## src/rtl/fighter_pkg.sv

```systemverilog
// Shared fighter-game definitions: attack phase encodings and playfield geometry.
package fighter_pkg;

    typedef enum logic [1:0] {
        PH_IDLE    = 2'd0,
        PH_STARTUP = 2'd1,
        PH_ACTIVE  = 2'd2,
        PH_RECOVER = 2'd3
    } phase_e;

    localparam int DEF_POS_W = 10;
    localparam int DEF_BOX_W = 60;
    localparam int GROUND_Y  = 420;

endpackage

```

## src/rtl/attack_hitbox_calc.sv

```systemverilog
// Registered, facing-aware attack hitbox; coordinates saturate to the pixel range
// and read zero whenever the hitbox is not enabled.
module attack_hitbox_calc
    import fighter_pkg::*;
#(
    parameter int POS_W = DEF_POS_W,
    parameter int BOX_W = DEF_BOX_W
) (
    input  logic             clk,
    input  logic             reset_n,
    input  logic             en_i,
    input  logic             facing_right_i,
    input  logic [POS_W-1:0] pos_x_i,
    input  logic [POS_W-1:0] pos_y_i,
    input  logic [POS_W-1:0] hit_w_i,
    input  logic [POS_W-1:0] hit_h_i,
    output logic [POS_W-1:0] x0_o,
    output logic [POS_W-1:0] x1_o,
    output logic [POS_W-1:0] y0_o,
    output logic [POS_W-1:0] y1_o
);

    localparam logic [POS_W:0] BOX_EXT = (POS_W+1)'(BOX_W);

    logic [POS_W:0]   right_x0, right_x1, left_x0, y1_ext;
    logic [POS_W-1:0] x0_d, x1_d, y0_d, y1_d;
    logic [POS_W-1:0] x0_q, x1_q, y0_q, y1_q;

    // Operands never exceed 2^POS_W-1, so a carry into the top bit means overflow.
    function automatic logic [POS_W-1:0] sat(input logic [POS_W:0] v);
        return v[POS_W] ? {POS_W{1'b1}} : v[POS_W-1:0];
    endfunction

    always_comb begin
        right_x0 = {1'b0, pos_x_i} + BOX_EXT;
        right_x1 = {1'b0, sat(right_x0)} + {1'b0, hit_w_i};
        left_x0  = {1'b0, pos_x_i} - {1'b0, hit_w_i};
        y1_ext   = {1'b0, pos_y_i} + {1'b0, hit_h_i};
        x0_d = '0;
        x1_d = '0;
        y0_d = '0;
        y1_d = '0;
        if (en_i) begin
            if (facing_right_i) begin
                x0_d = sat(right_x0);
                x1_d = sat(right_x1);
            end else begin
                x0_d = left_x0[POS_W] ? '0 : left_x0[POS_W-1:0];
                x1_d = pos_x_i;
            end
            y0_d = pos_y_i;
            y1_d = sat(y1_ext);
        end
    end

    always_ff @(posedge clk or negedge reset_n) begin
        if (!reset_n) begin
            x0_q <= '0;
            x1_q <= '0;
            y0_q <= '0;
            y1_q <= '0;
        end else begin
            x0_q <= x0_d;
            x1_q <= x1_d;
            y0_q <= y0_d;
            y1_q <= y1_d;
        end
    end

    assign x0_o = x0_q;
    assign x1_o = x1_q;
    assign y0_o = y0_q;
    assign y1_o = y1_q;

endmodule

```

## src/rtl/attack_sequencer.sv

```systemverilog
// Frame-timed attack engine: NUM_ATK attack types sequenced through startup, active and
// recovery on SCEN. Define ATTACK_BUFFER_EN to queue one follow-up attack pressed in recovery.
module attack_sequencer
    import fighter_pkg::*;
#(
    parameter int                       NUM_ATK   = 2,
    parameter int                       CNT_W     = 6,
    parameter int                       POS_W     = DEF_POS_W,
    parameter int                       BOX_W     = DEF_BOX_W,
    parameter logic [NUM_ATK*CNT_W-1:0] STARTUP_F = {6'd3, 6'd2},
    parameter logic [NUM_ATK*CNT_W-1:0] ACTIVE_F  = {6'd4, 6'd3},
    parameter logic [NUM_ATK*CNT_W-1:0] RECOVER_F = {6'd6, 6'd4},
    parameter logic [NUM_ATK*POS_W-1:0] HIT_W     = {10'd60, 10'd30},
    parameter logic [NUM_ATK*POS_W-1:0] HIT_H     = {10'd40, 10'd60}
) (
    input  logic                      clk,
    input  logic                      reset_n,
    input  logic                      SCEN,
    input  logic                      attack_enable,
    input  logic [NUM_ATK-1:0]        attack_req,
    input  logic                      facing_right,
    input  logic [POS_W-1:0]          pos_x,
    input  logic [POS_W-1:0]          pos_y,
    input  logic                      hit_confirm,
    output logic                      attack_busy,
    output logic                      attack_active,
    output logic [$clog2(NUM_ATK):0]  attack_type,
    output logic [1:0]                phase,
    output logic                      hitbox_valid,
    output logic [POS_W-1:0]          hit_x0,
    output logic [POS_W-1:0]          hit_x1,
    output logic [POS_W-1:0]          hit_y0,
    output logic [POS_W-1:0]          hit_y1,
    output logic                      hit_pulse
);

    localparam int IDX_W  = (NUM_ATK > 1) ? $clog2(NUM_ATK) : 1;
    localparam int TYPE_W = $clog2(NUM_ATK) + 1;

    phase_e            state_q, state_d;
    logic [CNT_W-1:0]  cnt_q, cnt_d;
    logic [IDX_W-1:0]  idx_q, idx_d;
    logic [TYPE_W-1:0] type_q, type_d;
    logic              landed_q, landed_d;
    logic              pulse_q, pulse_d;
    logic [IDX_W-1:0]  req_idx, start_idx;
    logic              start_go, valid_now;
    logic [POS_W-1:0]  hit_w_sel, hit_h_sel;

    function automatic logic [CNT_W-1:0] last_frame(input phase_e ph, input logic [IDX_W-1:0] idx);
        logic [CNT_W-1:0] len;
        case (ph)
            PH_STARTUP: len = STARTUP_F[int'(idx)*CNT_W +: CNT_W];
            PH_ACTIVE:  len = ACTIVE_F[int'(idx)*CNT_W +: CNT_W];
            default:    len = RECOVER_F[int'(idx)*CNT_W +: CNT_W];
        endcase
        return len - CNT_W'(1);
    endfunction

    always_comb begin
        req_idx = '0;
        for (int i = NUM_ATK - 1; i >= 0; i--)
            if (attack_req[i]) req_idx = IDX_W'(i);
    end

`ifdef ATTACK_BUFFER_EN
    logic [NUM_ATK-1:0] req_prev_q, req_rise;
    logic               buf_vld_q, buf_vld_d;
    logic [IDX_W-1:0]   buf_idx_q, buf_idx_d, rise_idx;

    assign req_rise = attack_req & ~req_prev_q;

    always_comb begin
        rise_idx = '0;
        for (int i = NUM_ATK - 1; i >= 0; i--)
            if (req_rise[i]) rise_idx = IDX_W'(i);
    end
`endif

    assign valid_now = (state_q == PH_ACTIVE) && !landed_q;

    always_comb begin
        // NOTE: every next-state signal takes its hold value first so no path infers a latch.
        state_d   = state_q;
        cnt_d     = cnt_q;
        idx_d     = idx_q;
        type_d    = type_q;
        landed_d  = landed_q;
        pulse_d   = 1'b0;
        start_go  = 1'b0;
        start_idx = req_idx;
`ifdef ATTACK_BUFFER_EN
        buf_vld_d = buf_vld_q;
        buf_idx_d = buf_idx_q;
`endif
        if (state_q != PH_IDLE && !attack_enable) begin
            state_d  = PH_IDLE;
            cnt_d    = '0;
            type_d   = '0;
            landed_d = 1'b0;
`ifdef ATTACK_BUFFER_EN
            buf_vld_d = 1'b0;
`endif
        end else begin
            if (hit_confirm && valid_now) begin
                landed_d = 1'b1;
                pulse_d  = 1'b1;
            end
`ifdef ATTACK_BUFFER_EN
            if (state_q == PH_RECOVER && |req_rise && (!buf_vld_q || rise_idx < buf_idx_q)) begin
                buf_vld_d = 1'b1;
                buf_idx_d = rise_idx;
            end
`endif
            if (SCEN) begin
                if (state_q == PH_IDLE) begin
                    start_go = attack_enable && |attack_req;
                end else if (cnt_q != '0) begin
                    cnt_d = cnt_q - CNT_W'(1);
                end else begin
                    case (state_q)
                        PH_STARTUP: begin
                            state_d = PH_ACTIVE;
                            cnt_d   = last_frame(PH_ACTIVE, idx_q);
                        end
                        PH_ACTIVE: begin
                            state_d = PH_RECOVER;
                            cnt_d   = last_frame(PH_RECOVER, idx_q);
                        end
                        default: begin
                            state_d = PH_IDLE;
                            type_d  = '0;
`ifdef ATTACK_BUFFER_EN
                            // A press queued during recovery chains straight into the next startup.
                            start_go  = buf_vld_d;
                            start_idx = buf_idx_d;
                            buf_vld_d = 1'b0;
`endif
                        end
                    endcase
                end
            end
        end
        if (start_go) begin
            state_d  = PH_STARTUP;
            idx_d    = start_idx;
            type_d   = TYPE_W'(start_idx) + TYPE_W'(1);
            cnt_d    = last_frame(PH_STARTUP, start_idx);
            landed_d = 1'b0;
        end
    end

    always_ff @(posedge clk or negedge reset_n) begin
        if (!reset_n) begin
            state_q  <= PH_IDLE;
            cnt_q    <= '0;
            idx_q    <= '0;
            type_q   <= '0;
            landed_q <= 1'b0;
            pulse_q  <= 1'b0;
`ifdef ATTACK_BUFFER_EN
            req_prev_q <= '0;
            buf_vld_q  <= 1'b0;
            buf_idx_q  <= '0;
`endif
        end else begin
            // NOTE: non-blocking assignments so every flop samples the pre-edge values.
            state_q  <= state_d;
            cnt_q    <= cnt_d;
            idx_q    <= idx_d;
            type_q   <= type_d;
            landed_q <= landed_d;
            pulse_q  <= pulse_d;
`ifdef ATTACK_BUFFER_EN
            req_prev_q <= attack_req;
            buf_vld_q  <= buf_vld_d;
            buf_idx_q  <= buf_idx_d;
`endif
        end
    end

    assign hit_w_sel = HIT_W[int'(idx_d)*POS_W +: POS_W];
    assign hit_h_sel = HIT_H[int'(idx_d)*POS_W +: POS_W];

    // Driven from next state so the hitbox registers in the same cycle attack_active rises.
    attack_hitbox_calc #(
        .POS_W (POS_W),
        .BOX_W (BOX_W)
    ) u_hitbox (
        .clk            (clk),
        .reset_n        (reset_n),
        .en_i           (state_d == PH_ACTIVE),
        .facing_right_i (facing_right),
        .pos_x_i        (pos_x),
        .pos_y_i        (pos_y),
        .hit_w_i        (hit_w_sel),
        .hit_h_i        (hit_h_sel),
        .x0_o           (hit_x0),
        .x1_o           (hit_x1),
        .y0_o           (hit_y0),
        .y1_o           (hit_y1)
    );

    assign attack_busy   = (state_q != PH_IDLE);
    assign attack_active = (state_q == PH_ACTIVE);
    assign attack_type   = type_q;
    assign phase         = state_q;
    assign hitbox_valid  = valid_now;
    assign hit_pulse     = pulse_q;

endmodule

```

## config.mk

```make
export PLATFORM = sky130hd
export DESIGN_NAME = attack_sequencer
export DESIGN_NICKNAME = d
export VERILOG_FILES = /design/src/rtl/fighter_pkg.sv /design/src/rtl/attack_hitbox_calc.sv /design/src/rtl/attack_sequencer.sv
export SDC_FILE = /design/constraint.sdc
export NUM_CORES = 1
export LEC_CHECK = 0
export CAP_MARGIN = 30
export CORE_MARGIN = 2
export CORE_UTILIZATION = 55
export CTS_CLUSTER_SIZE = 10
export DETAILED_ROUTE_END_ITERATION = 8
export PLACE_DENSITY = 0.84
export SLEW_MARGIN = 20
export SYNTH_ARGS = -nofsm -noshare
export SYNTH_HDL_FRONTEND = slang
export SYNTH_SLANG_ARGS = --single-unit
```

## constraint.sdc

```tcl
create_clock -name clk -period 7.8 [get_ports clk]
set_input_delay 2.34 -clock clk [delete_from_list [all_inputs] [get_ports clk]]
set_output_delay 2.34 -clock clk [all_outputs]
set_load 0.02 [all_outputs]
```

==> results of run 1 <==
==> worst paths after layout <==
| path | from | slack (ps) | depth (start not counted) | to |
|---|---|---|---|---|
| setup / recovery | pos_x[2] | 2270 | 10 | u_hitbox.x1_o[9] |
| hold / removal | attack_type[1] | 490 | 2 | attack_type[1] |
| setup reg to reg | phase[0] | 4220 | 12 | u_hitbox.x0_o[9] |
| hold reg to reg | attack_type[1] | 490 | 2 | attack_type[1] |
| max in group asynchronous | reset_n | 5240 | 2 | u_hitbox.y0_o[6] |
| min in group asynchronous | reset_n | 2120 | 2 | cnt_q[5] |
==> worst max-delay path, delay by kind of cell <==
| family | cells | cell delay (ps) |
|---|---|---|
| simple gates | 2 | 1070 |
| buf+inv | 2 | 900 |
| compound gates | 4 | 790 |
| fa+ha+maj | 2 | 630 |
==> layer usage <==
layer	wire (um)	global-route usage (%)
met1	3368	32.32
met2	4031	44.15
met3	488	2.967
met4	161	8.500
met5	0	0
==> cells by family after synthesis <==
| group | after synthesis |
|---|---|
| simple gates | 121 |
| mux | 6 |
| xor+xnor | 17 |
| fa+ha+maj | 14 |
| buf+inv | 40 |
| flops | 53 |
| compound gates | 104 |
==> per-stage QoR <==
step / instances / hold WS (ps) / worst slack [ps] / utilization, %
after floorplan: 355 / 463.5 / 2903 / -
after global placement: 486 / 471.6 / 2145 / 68.49
after detailed placement: 486 / 478.7 / 2003 / 68.49
after CTS: 494 / 500.9 / 2326 / 70.11
after global routing: 494 / 558.7 / 2081 / 70.11
final: 494 / 494.6 / 2268 / 70.11
==> layout make-up <==
type | instances | area, um^2 | area share (%)
Tap cell | 75 | 93.84 | 2.274
Sequential cell | 53 | 1326 | 32.14
Multi-Input combinational cell | 262 | 1779 | 43.12
Inverter | 19 | 71.32 | 1.728
Clock buffer | 5 | 68.82 | 1.668
Timing Repair Buffer | 77 | 760.7 | 18.44
Clock inverter | 3 | 26.28 | 0.6367
==> synth_stat cells, drive strengths merged, types with 2 or more instances <==
master   count  area [um^2]
a31oi       13        87.58
o21a         4        30.03
a211oi       6        45.04
or2          3        18.77
nand2b       7        43.79
and2         8        50.05
o31ai        3        27.52
o221ai       2        17.52
and4         3        30.03
o2111ai      2        17.52
nor2b        5        31.28
o21ai       28        143.9
xor2         9        78.83
a21oi       24        120.1
and3         4        26.28
o211ai       5        37.54
nor3        13        92.59
clkbuf      11        91.34
nor2        31        116.4
dfrtp       53         1326
a41o         4        42.54
xnor2        8        70.07
inv         19        71.31
nor3b        5        37.54
buf          9        66.31
o211a        2        20.02
nand4        4        31.28
nand3        7        35.03
nand2       20        77.58
mux2i        6        60.06
or3          3        18.77
or4b         2        20.02
or4          2        18.77
ha          13        162.7
==> where the power goes <==
part | switching [mW] | total, mW | internal (mW)
registers | 0.0330 | 0.347 | 0.314
clock network | 0.0959 | 0.161 | 0.0654
logic | 0.287 | 0.488 | 0.201
==> registers in the layout (all words and copies together), names as in the netlist <==
signal         count
hit_pulse          1
u_hitbox.x1_o     10
attack_type        2
u_hitbox.y0_o     10
u_hitbox.x0_o     10
landed_q           1
idx_q              1
cnt_q              6
u_hitbox.y1_o     10
phase              2
==> results.cfg, run 1 <==
[place]
port-buffer-count = 75
place.detailed.hpwl_mm = 6.051
placedInstanceArea_um2 = 4031
place_congestion = 0.9526

[floorplanning]
placement_row_count = 28
initial_util_pct = 56.82
floorplan.io_pins = 76
chipHeight_um = 81.98
floorplan.core_area_um2 = 5886
floorplan.die.width_um = 81.98
design.die.area_um2 = 6721

[setup_path]
cpMaxStageDelayCell = sky130_fd_sc_hd__clkdlybuf4s50_1
cp_cell_sequence = clkdlybuf4s50_1 > inv_1 > ha_1 > nor3b_1 > a32oi_2 > ha_1 > a221oi_2 > a31oi_2 > or4_1 > a41o_1
critPathRequiredTime_ps = 8010
critPathLaunchType = primary input
critical_path.max_fanout = 14
worst-setup-path-type = primary input to flip-flop
critical-path-top-cell-by-count = sky130_fd_sc_hd__ha_1
cp-end-kind = flip-flop
cpPeakStageDelay_ps = 640
timing.critical_path.arrival_ps = 5740

[finish]
antenna_cells_inserted = 0
synthToLayoutAreaGrowth_pct = 23.38
layout_common_cells = sky130_fd_sc_hd__clkdlybuf4s50_1, sky130_fd_sc_hd__dfrtp_1, sky130_fd_sc_hd__nor2_1
finalInstanceArea_um2 = 4126
layout.cells.most_common = sky130_fd_sc_hd__clkdlybuf4s50_1
nFillCells = 470
nNetsFinal = 459
drive_above_1_share_pct = 8.592

[yosys]
synth_top_flop_cell = sky130_fd_sc_hd__dfrtp_1
synth_mux_area_share_pct = 1.796
yosys.area_share.simple_pct = 20.39
synth.avg_cell_area_um2 = 9.421
synth-xor-area-share_pct = 4.452
synth_async_sr_flop_share_pct = 100.0
synth_top_family_by_area = compound AO/OA/AOI/OAI gates
synth-warning-count = 0
synth.net_count = 396
synth_compound_gate_area_share_pct = 21.40
netlist_area_um2 = 3344
synth.yosys.seq_area_share_pct = 39.66
synth_enable_flop_cells = 0
post_synth_inst_count = 355
ys_seq_elements = 53
synthDistinctLibCells = 67
adder_cell_area_share_of_the_yosys_netlist_pct = 5.163

[global_route]
grt_usage_pct = 25.23
grt_pass1_wl_mm = 13.03
gr-total-overflow = 0
number_of_global_route_vias_before_repair = 2826
antenna_found_initial = 0
grt_start_max_net_pins = 54

[timing]
setup_viol_count_final = 0
maxClockFrequency_mhz = 180.8
hold_viol_final = 0
worstMarginPinSlew_ps = 679.1
setup_repair_after_global_routing_missed_its_margin = no
final.period_utilization_pct = 70.92
maxSlewHeadroom_pct = 54.58
fin_crit_ps = 5532
final.setup.tns_ps = 0
slew_violations = 0
worst_clock_skew_ps = 6.345

[clock_tree]
cts_root_buffer = sky130_fd_sc_hd__clkbuf_8
postCtsSetupBuffers = 0
cts.sink_count = 53
cts_hold_buffers = 0
clock_slew_seen_by_the_registers_of_the_worst_setup_and_hold_paths_ps = 100
ctsResizeCount = 0
cts.path.max_buffers = 2
cts_tree = done
cts-htree-levels = 2
worst_skew_pair.late_latency_ps = 310
number_of_buffers_inserted_during_clock_tree_synthesis = 5

[drt]
dr_total_vias = 2989
drt_first_pass_iters = 4
routed_wirelength_mm = 8.049
detailedRoute.firstIterationViolations = 175
route.detailed.vias_per_inst = 6.051
wire_per_inst_um = 16.29
antenna_violating_nets_post_route = 0
drt_drc_violations_left = 0

[power_and_ir_drop]
power_per_cell_area_nw_per_um2 = 241.6
overall_power_of_the_completed_layout_uw = 996.9
ir_worst_vdd_mv = 0.1433
leakagePower_nw = 1.790

[status]
status = complete, no violations

[job]
maxCapViolations = 0

[min_path]
min_path_type = flip-flop to flip-flop
No activity file was read; power rests on OpenSTA's default activity.
==> inputs of run 2 (changes only) <==
CORE_UTILIZATION = 51   (was 55)
PLACE_DENSITY = 0.79   (was 0.84)
clock period = 5.3 ns   (was 7.8 ns; I/O delays follow)
==> results.cfg, run 2 (same netlist as run 1, synthesis figures left out) <==
[status]
status = complete, no violations

[floorplanning]
initial_util_pct = 52.67
floorplan.io_pins = 76
placement_row_count = 29
floorplan.die.width_um = 84.98
chipHeight_um = 84.98
floorplan.core_area_um2 = 6350
design.die.area_um2 = 7222

[place]
place_ws_ps = 527.9
place_congestion = 0.9734
dp_cells = 498
port-buffer-count = 75
place.detailed.hpwl_mm = 6.100

[global_route]
grt_start_max_net_pins = 54
gr-total-overflow = 0
grt_pass1_wl_mm = 13.46
grt_usage_pct = 22.92
antenna_found_initial = 0
number_of_global_route_vias_before_repair = 2767

[timing]
slew_violations = 0
final.period_utilization_pct = 84.87
maxSlewHeadroom_pct = 43.02
hold_viol_final = 0
worst_clock_skew_ps = 9.692
setup_viol_count_final = 0
worst_hold_slack_ps = 512.6
setup_repair_after_global_routing_missed_its_margin = no
maxClockFrequency_mhz = 222.3
worstMarginPinSlew_ps = 852.0
fin_crit_ps = 4498
final_critical_path_setup_slack_ps = 802.0
final.setup.tns_ps = 0

[setup_path]
timing_startpoint_of_the_critical_path = pos_x[2]
timing.critical_path.arrival_ps = 4700
worst_r2r_path_depth = 12
cpPeakStageDelay_ps = 550
worst-setup-path-type = primary input to flip-flop
worstReg2RegStart = phase[0]
cp_cell_sequence = clkdlybuf4s50_1 > inv_1 > ha_1 > nor3b_1 > a32oi_2 > ha_1 > a221oi_2 > a31oi_2 > or4_1 > a41o_1
endpoint_of_the_lowest_slack_register_to_register_path = u_hitbox.x0_o[9]
cp-end-kind = flip-flop
cpMaxStageDelayCell = sky130_fd_sc_hd__or4_1
cp_num_buf_inv = 2
critPathLaunchType = primary input
critical-path-top-cell-by-count = sky130_fd_sc_hd__ha_1
path_depth = 10
critical_path.max_fanout = 6
worst_path_dominant_cell_family = simple AND/OR/NAND/NOR gates
flop2flop_setup_slack_ps = 1920
critPathRequiredTime_ps = 5500

[min_path]
timing.hold.worst_path_depth = 2
hold_start = attack_type[0]
min_path_type = flip-flop to flip-flop
worst_hold_endpoint = attack_type[0]

[power_and_ir_drop]
ir_worst_vdd_mv = 0.1880
leakagePower_nw = 1.841
power_per_cell_area_nw_per_um2 = 350.9

[finish]
nNetsFinal = 469
finalCoreUtilization_pct = 66.13
drive_above_1_share_pct = 10.72
seqCellArea_um2 = 1326
antenna_cells_inserted = 0
number_of_cells_in_the_finished_layout_apart_from_fillers = 506
layout.cells.most_common = sky130_fd_sc_hd__clkdlybuf4s50_1
multiInputGateArea_um2 = 1779
layout_common_cells = sky130_fd_sc_hd__clkdlybuf4s50_1, sky130_fd_sc_hd__dfrtp_1, sky130_fd_sc_hd__nor2_1
synthToLayoutAreaGrowth_pct = 25.55
nFillCells = 524

[clock_tree]
cts_hold_buffers = 0
cts_root_buffer = sky130_fd_sc_hd__clkbuf_8
cts.path.max_buffers = 2
ctsResizeCount = 0
number_of_buffers_inserted_during_clock_tree_synthesis = 5
cts.sink_count = 53
clock_slew_seen_by_the_registers_of_the_worst_setup_and_hold_paths_ps = 90
postCtsSetupBuffers = 0
worst_skew_pair.late_latency_ps = 310
cts_tree = done
cts-htree-levels = 2

[drt]
antenna_violating_nets_post_route = 0
route.detailed.vias_per_inst = 5.935
wire_per_inst_um = 16.03
detailedRoute.firstIterationViolations = 137
dr_total_vias = 3003
routed_wirelength_mm = 8.113
drt_first_pass_iters = 5
drt_drc_violations_left = 0

[job]
maxCapViolations = 0
## run 2: worst register-to-register path, delay by kind of cell, from the launching register on
| family | cells | cell delay, ps |
|---|---|---|
| XOR/XNOR | 1 | 190 |
| adder cells (fa/ha/maj) | 2 | 670 |
| AND/OR/NAND/NOR | 3 | 580 |
| flip-flops | 1 | 420 |
| buffers and inverters | 2 | 220 |
| AO/OA/AOI/OAI | 4 | 1200 |
## run 2: metrics by stage
step | power (mW) | area (um^2)
2_1_floorplan | 1.009 | 3344
3_3_place_gp | 1.222 | 4109
3_5_place_dp | 1.242 | 4109
4_1_cts | 1.471 | 4199
5_1_grt | 1.574 | 4199
6_report | 1.473 | 4199
## run 2: per-layer routing
layer  global-route usage (%)  routed length [um]  part of all wire, %
met4                    8.514                 214                  2.6
met2                    35.30                3636                   45
met1                    33.61                3846                   47
met5                        0                   0                    0
met3                    2.335                 415                  5.1
## run 2: area by class of cell
type | instances | share of cell area (%)
sequential | 53 | 31.59
multi-input combinational | 262 | 42.37
clock inverter | 3 | 0.5066
tap | 77 | 2.294
clock buffer | 5 | 1.639
inverter | 19 | 1.698
timing repair buffer | 87 | 19.90
## run 2: where the power goes
part | switching [mW] | internal [mW] | total, mW
clock network | 0.136 | 0.0940 | 0.231
logic | 0.426 | 0.307 | 0.733
registers | 0.0469 | 0.463 | 0.510
total | 0.609 | 0.864 | 1.47
## run 2: worst max path at each step
stage                        to  slack (ps)
3_3_place_gp   u_hitbox.x1_o[9]         660
5_1_grt        u_hitbox.x1_o[9]         540
2_1_floorplan  u_hitbox.x1_o[9]        1150
4_1_cts        u_hitbox.x1_o[9]         850
3_5_place_dp   u_hitbox.x1_o[9]         530
6_report       u_hitbox.x1_o[9]         800
